--- src/rtl/vadd_pair_ctl.sv ---
// ---------------------------------------------------------------------------
// vadd_pair_ctl
//   Sequencing controller for one even/odd vadd pair. It takes an operation
//   from dispatch, launches the pair with a one-cycle start pulse, and collects
//   both partial sums in either order. It then adds them into a 64-bit result
//   and reports done, exception bits and a watchdog timeout.
//
// Ports
//   clk, reset            core clock, async active-high reset
//   disp_start            operation request (accepted only in IDLE)
//   disp_last_offst[47:0] byte offset of last element, captured on accept
//   tmo_limit[TMO_W-1:0]  WAIT-state cycle limit, 0 = watchdog off
//   sum_e/o[63:0]         partial sums from even/odd unit
//   sum_vld_e/o           partial-sum valid pulses
//   sum_ovrflw_e/o        unit sum overflow (qualified by sum_vld)
//   res_ovrflw_e/o        unit result overflow (qualified by sum_vld)
//   start                 one-cycle launch pulse to the pair
//   idle / busy           IDLE indication and its complement
//   mem_last_offst[47:0]  registered offset to the pair
//   done                  one-cycle completion pulse
//   total_sum[63:0]       final result, held until next accept
//   exc[3:0]              {timeout, combine ovf, res ovf, sum ovf}
// ---------------------------------------------------------------------------
module vadd_pair_ctl #(
  parameter int TMO_W = 20
) (
  input  logic             clk,
  input  logic             reset,
  input  logic             disp_start,
  input  logic [47:0]      disp_last_offst,
  input  logic [TMO_W-1:0] tmo_limit,
  input  logic [63:0]      sum_e,
  input  logic [63:0]      sum_o,
  input  logic             sum_vld_e,
  input  logic             sum_vld_o,
  input  logic             sum_ovrflw_e,
  input  logic             sum_ovrflw_o,
  input  logic             res_ovrflw_e,
  input  logic             res_ovrflw_o,
  output logic             start,
  output logic             idle,
  output logic [47:0]      mem_last_offst,
  output logic             busy,
  output logic             done,
  output logic [63:0]      total_sum,
  output logic [3:0]       exc
);

  typedef enum logic [2:0] {
    S_IDLE, S_LAUNCH, S_WAIT, S_COMBINE, S_DONE
  } state_t;

  state_t state_q, state_d;

  // registered control outputs
  logic start_q, start_d;
  logic idle_q,  idle_d;
  logic busy_q,  busy_d;
  logic done_q,  done_d;

  // datapath state
  logic [47:0]      offst_q, offst_d;
  logic [63:0]      sum_e_q, sum_e_d;
  logic [63:0]      sum_o_q, sum_o_d;
  logic             got_e_q, got_e_d;
  logic             got_o_q, got_o_d;
  logic [TMO_W-1:0] cnt_q,   cnt_d;
  logic [63:0]      total_q, total_d;
  logic [3:0]       exc_q,   exc_d;

  logic        accept, in_wait, take_e, take_o, both_got, tmo_hit;
  logic [63:0] add_sum;
  logic        add_ovf;

  assign accept  = (state_q == S_IDLE) && disp_start;
  assign in_wait = (state_q == S_WAIT);

  // Only the first valid from each unit counts; repeats are dropped.
  assign take_e   = in_wait && sum_vld_e && !got_e_q;
  assign take_o   = in_wait && sum_vld_o && !got_o_q;
  assign both_got = (got_e_q || take_e) && (got_o_q || take_o);

  // Completion in the same cycle as the limit beats the timeout.
  assign tmo_hit  = in_wait && (tmo_limit != '0) &&
                    (cnt_q == tmo_limit - TMO_W'(1)) && !both_got;

  assign add_sum = sum_e_q + sum_o_q;
  assign add_ovf = (sum_e_q[63] == sum_o_q[63]) && (add_sum[63] != sum_e_q[63]);

  // ---- state register ----
  always_ff @(posedge clk or posedge reset) begin
    if (reset) state_q <= S_IDLE;
    else       state_q <= state_d;
  end

  // ---- next-state logic ----
  always_comb begin
    state_d = state_q;
    case (state_q)
      S_IDLE:    if (disp_start) state_d = S_LAUNCH;
      S_LAUNCH:  state_d = S_WAIT;
      S_WAIT: begin
        if (both_got)     state_d = S_COMBINE;
        else if (tmo_hit) state_d = S_DONE;
      end
      S_COMBINE: state_d = S_DONE;
      S_DONE:    state_d = S_IDLE;
      default:   state_d = S_IDLE;
    endcase
  end

  // ---- output logic: decoded from next state so the outputs are registered ----
  always_comb begin
    start_d = (state_d == S_LAUNCH);
    idle_d  = (state_d == S_IDLE);
    busy_d  = (state_d != S_IDLE);
    done_d  = (state_d == S_DONE);
  end

  // ---- datapath next state ----
  always_comb begin
    offst_d = offst_q;
    sum_e_d = sum_e_q;
    sum_o_d = sum_o_q;
    got_e_d = got_e_q;
    got_o_d = got_o_q;
    cnt_d   = cnt_q;
    total_d = total_q;
    exc_d   = exc_q;

    if (accept) begin
      offst_d = disp_last_offst;
      got_e_d = 1'b0;
      got_o_d = 1'b0;
      cnt_d   = '0;
      total_d = '0;
      exc_d   = '0;
    end

    if (in_wait) begin
      cnt_d = cnt_q + TMO_W'(1);
      if (take_e) begin
        sum_e_d  = sum_e;
        got_e_d  = 1'b1;
        exc_d[0] = exc_d[0] | sum_ovrflw_e;
        exc_d[1] = exc_d[1] | res_ovrflw_e;
      end
      if (take_o) begin
        sum_o_d  = sum_o;
        got_o_d  = 1'b1;
        exc_d[0] = exc_d[0] | sum_ovrflw_o;
        exc_d[1] = exc_d[1] | res_ovrflw_o;
      end
      if (tmo_hit) begin
        exc_d[3] = 1'b1;
        total_d  = '0;
      end
    end

    if (state_q == S_COMBINE) begin
      total_d  = add_sum;
      exc_d[2] = add_ovf;
    end
  end

  // ---- registers ----
  always_ff @(posedge clk or posedge reset) begin
    if (reset) begin
      start_q <= 1'b0;
      idle_q  <= 1'b1;
      busy_q  <= 1'b0;
      done_q  <= 1'b0;
      offst_q <= '0;
      sum_e_q <= '0;
      sum_o_q <= '0;
      got_e_q <= 1'b0;
      got_o_q <= 1'b0;
      cnt_q   <= '0;
      total_q <= '0;
      exc_q   <= '0;
    end else begin
      start_q <= start_d;
      idle_q  <= idle_d;
      busy_q  <= busy_d;
      done_q  <= done_d;
      offst_q <= offst_d;
      sum_e_q <= sum_e_d;
      sum_o_q <= sum_o_d;
      got_e_q <= got_e_d;
      got_o_q <= got_o_d;
      cnt_q   <= cnt_d;
      total_q <= total_d;
      exc_q   <= exc_d;
    end
  end

  assign start          = start_q;
  assign idle           = idle_q;
  assign busy           = busy_q;
  assign done           = done_q;
  assign mem_last_offst = offst_q;
  assign total_sum      = total_q;
  assign exc            = exc_q;

endmodule

--- config.mk ---
export PLATFORM = sky130hd
export DESIGN_NAME = vadd_pair_ctl
export DESIGN_NICKNAME = d
export VERILOG_FILES = /design/src/rtl/vadd_pair_ctl.sv
export SDC_FILE = /design/constraint.sdc
export NUM_CORES = 1
export LEC_CHECK = 0
export CORE_ASPECT_RATIO = 1.2
export CORE_UTILIZATION = 45
export DETAILED_ROUTE_END_ITERATION = 10
export HOLD_SLACK_MARGIN = 0.02
export PLACE_DENSITY = 0.71
export SETUP_SLACK_MARGIN = 0.1
export SLEW_MARGIN = 0
export SYNTH_ARGS = -nofsm -noshare
export SYNTH_HDL_FRONTEND = slang
export SYNTH_SLANG_ARGS = --single-unit
--- constraint.sdc ---
create_clock -name clk -period 11.01 [get_ports clk]
set_input_delay 1.101 -clock clk [delete_from_list [all_inputs] [get_ports clk]]
set_output_delay 1.101 -clock clk [all_outputs]
set_load 0.005 [all_outputs]
==> flow_summary.ini <==
[status]
outcome = complete, no violations

[sta]
worst_pin_slew_ns = 1.02
rsz0062_at_grt = false
hold_violations = 0
max_freq_ghz = 0.213
period_share_pct = 42.6
finalCriticalPeriod_ns = 4.70
finalSetupTns_ns = 0
fin_ws_ns = 6.31
max-slew-margin-rel_pct = 31.9
timing.hold.ws_ns = 0.478
drv_slew = 0
setup_viol = 0
skew_ns = 0.0102

[clock_tree]
cts.sinks = 273
cts_hold_buf = 0
cts.reportedPaths.clkPinSlew_ns = 0.06
cts_inserted_buffers = 30
post_cts.repair.setup_buffers = 0
cts_tree = built
clock_latency_ns = 0.57
cts_root_buffer = clkbuf_16
htree_levels = 1
cts_resized = 0
clockBufferDepth = 3

[hold_path]
worstHoldPathType = reg2reg
hold_start = mem_last_offst[15]

[logic_synthesis]
yosysMostFrequentCell = nand2_1
synth_cells = 1657
ys_types = 73
syn_area_um2 = 14800
syn-mean-instance-area_um2 = 8.96
yosysTopAreaCell = dfrtp_1
ys_ff_latch = 273
synth_common_cells = 475 x nand2_1, 272 x dfrtp_1, 123 x o21ai_0, 90 x a21oi_1, 77 x clkbuf_1
synth_top_area_share_pct = 45.9
syn_nets = 1929
synth_flop_cell = dfrtp_1
synth.area.top_cells = dfrtp_1 46%, nand2_1 12%, ha_1 5.6%
yosys_warnings = 0
yosysSeqAreaShare_pct = 46.0
synthArstFlopShare_pct = 100
synth-edff-count = 0

[critical_path]
critPathLaunchType = input port
cp-end-kind = flop
crit_fanout = 64
cp.required_ns = 11.45
crit_arrival_ns = 5.14
worstReg2RegStart = sum_e_q[7]
crit_start = tmo_limit[0]
crit_type = in2reg

[finish]
fill_cells = 2822
final_area_um2 = 19500
layout.nets = 2208
drive_gt1_share_pct = 7.76
syn2layout_area_growth_pct = 31.4

[detailed_routing]
viasPerCell = 5.49
num_vias = 13016
drt_pre_antenna_iters = 5
ant_nets = 0
dr.first_iter.drc_count = 825
drcViolationCount = 0
wl_per_cell_um = 18.5
wirelength_um = 43900

[place]
preCtsSetupSlack_ns = 5.70
placed_area_um2 = 18300
place_congestion = 0.952
portBuffers = 324
dp_hpwl_um = 32600

[flow_run]
cap_violations = 0

[floorplan]
ios = 325
die_area_um2 = 33700
core_area_um2 = 32300
rows = 72
chipHeight_um = 201
fp.dieW_um = 168
start_util_pct = 45.9

[pwr]
peakVddDrop_uv = 199
p_leak_nw = 8.79
p_per_area_nw_per_um2 = 299
power_mw = 5.83

[global_routing]
antenna_found_initial = 6
track_usage_pct = 26.4
grt_max_degree = 140
grt_pass1_wl_um = 71100
grt_pass1_vias = 13234
grt_overflow = 0
## critical path, stage by stage
cell and delay (ns):
clkdlybuf4s50_1 0.48, inv_1 0.11, ha_1 0.20, or4b_4 0.60, nor4_4 0.40, xnor2_1 0.12
or4_4 0.55, nor4_4 0.16, nand4b_2 0.24, and3_4 0.47, a22o_1 0.32, or3_1 0.37
## kinds of logic after synthesis
kind of cell,after synthesis,synth area share (%)
compound gates,355,14.7
xor+xnor,77,4.54
fa+ha+maj,67,5.70
buf+inv,115,3.03
flops,273,46.0
mux,71,5.33
simple gates,699,20.6
## worst paths after layout
check                                           to  cells past startpoint  slack [ns]
worst max register to register       total_sum[60]                     10        7.40
worst min register to register  mem_last_offst[15]                      2        0.48
min in group asynchronous               sum_o_q[8]                      2        1.15
worst max-delay path                 total_sum[59]                     12        6.31
max in group asynchronous              sum_o_q[47]                      3        8.26
worst min-delay path            mem_last_offst[15]                      2        0.48
## sequential cells by signal, summed over array words and instances (netlist names), 3 cells and up
register        flops
cnt_q              20
sum_e_q            64
sum_o_q            64
exc                 4
total_sum          64
state_q             3
mem_last_offst     48
## through the flow
| step | util, % | std cells |
|---|---|---|
| floorplan | - | 1657 |
| global placement | 56.7 | 2311 |
| detailed placement | 56.7 | 2311 |
| CTS | 60.3 | 2367 |
| global route | 60.3 | 2367 |
| finish | 60.3 | 2369 |
## metal layers
layer  wire [µm]  vias up  GRT usage, %  part of all wire, %
li1            -     6315             -                    -
met1       18000     6207          32.4                   41
met2       21500      412          45.8                   49
met3        3380       74          6.94                  7.7
met4        1000        8          6.82                  2.3
met5          52        -             0                 0.12
## report_power, final
part / leakage (nW) / internal (mW) / switching (mW)
registers: 3.46 / 1.41 / 0.268
logic: 4.74 / 1.31 / 1.67
clock network: 0.583 / 0.743 / 0.434
## cells in the final DEF (no fill, tap or decap), drive strengths merged, types with 11 or more instances in the layout
master / instances
xor2: 29
nor3: 32
mux2: 64
o211ai: 11
nand2: 475
nand3: 31
o31ai: 15
clkinv: 11
clkbuf: 34
clkdlybuf4s50: 324
xnor2: 48
ha: 66
nand4: 32
o21a: 11
inv: 32
a21oi: 90
a21o: 28
nor2: 59
o21ai: 123
dfrtp: 272
## final cells by class
type	instances	area [µm²]	area share (%)
Antenna cell	2	5.00	0.0257
Clock buffer	34	817	4.19
Clock inverter	22	347	1.78
Inverter	30	120	0.616
Multi-Input combinational cell	1269	7570	38.8
Sequential cell	273	6830	35.0
Tap cell	407	509	2.61
Timing Repair Buffer	332	3300	16.9
Power figures use the tool's default switching activity.
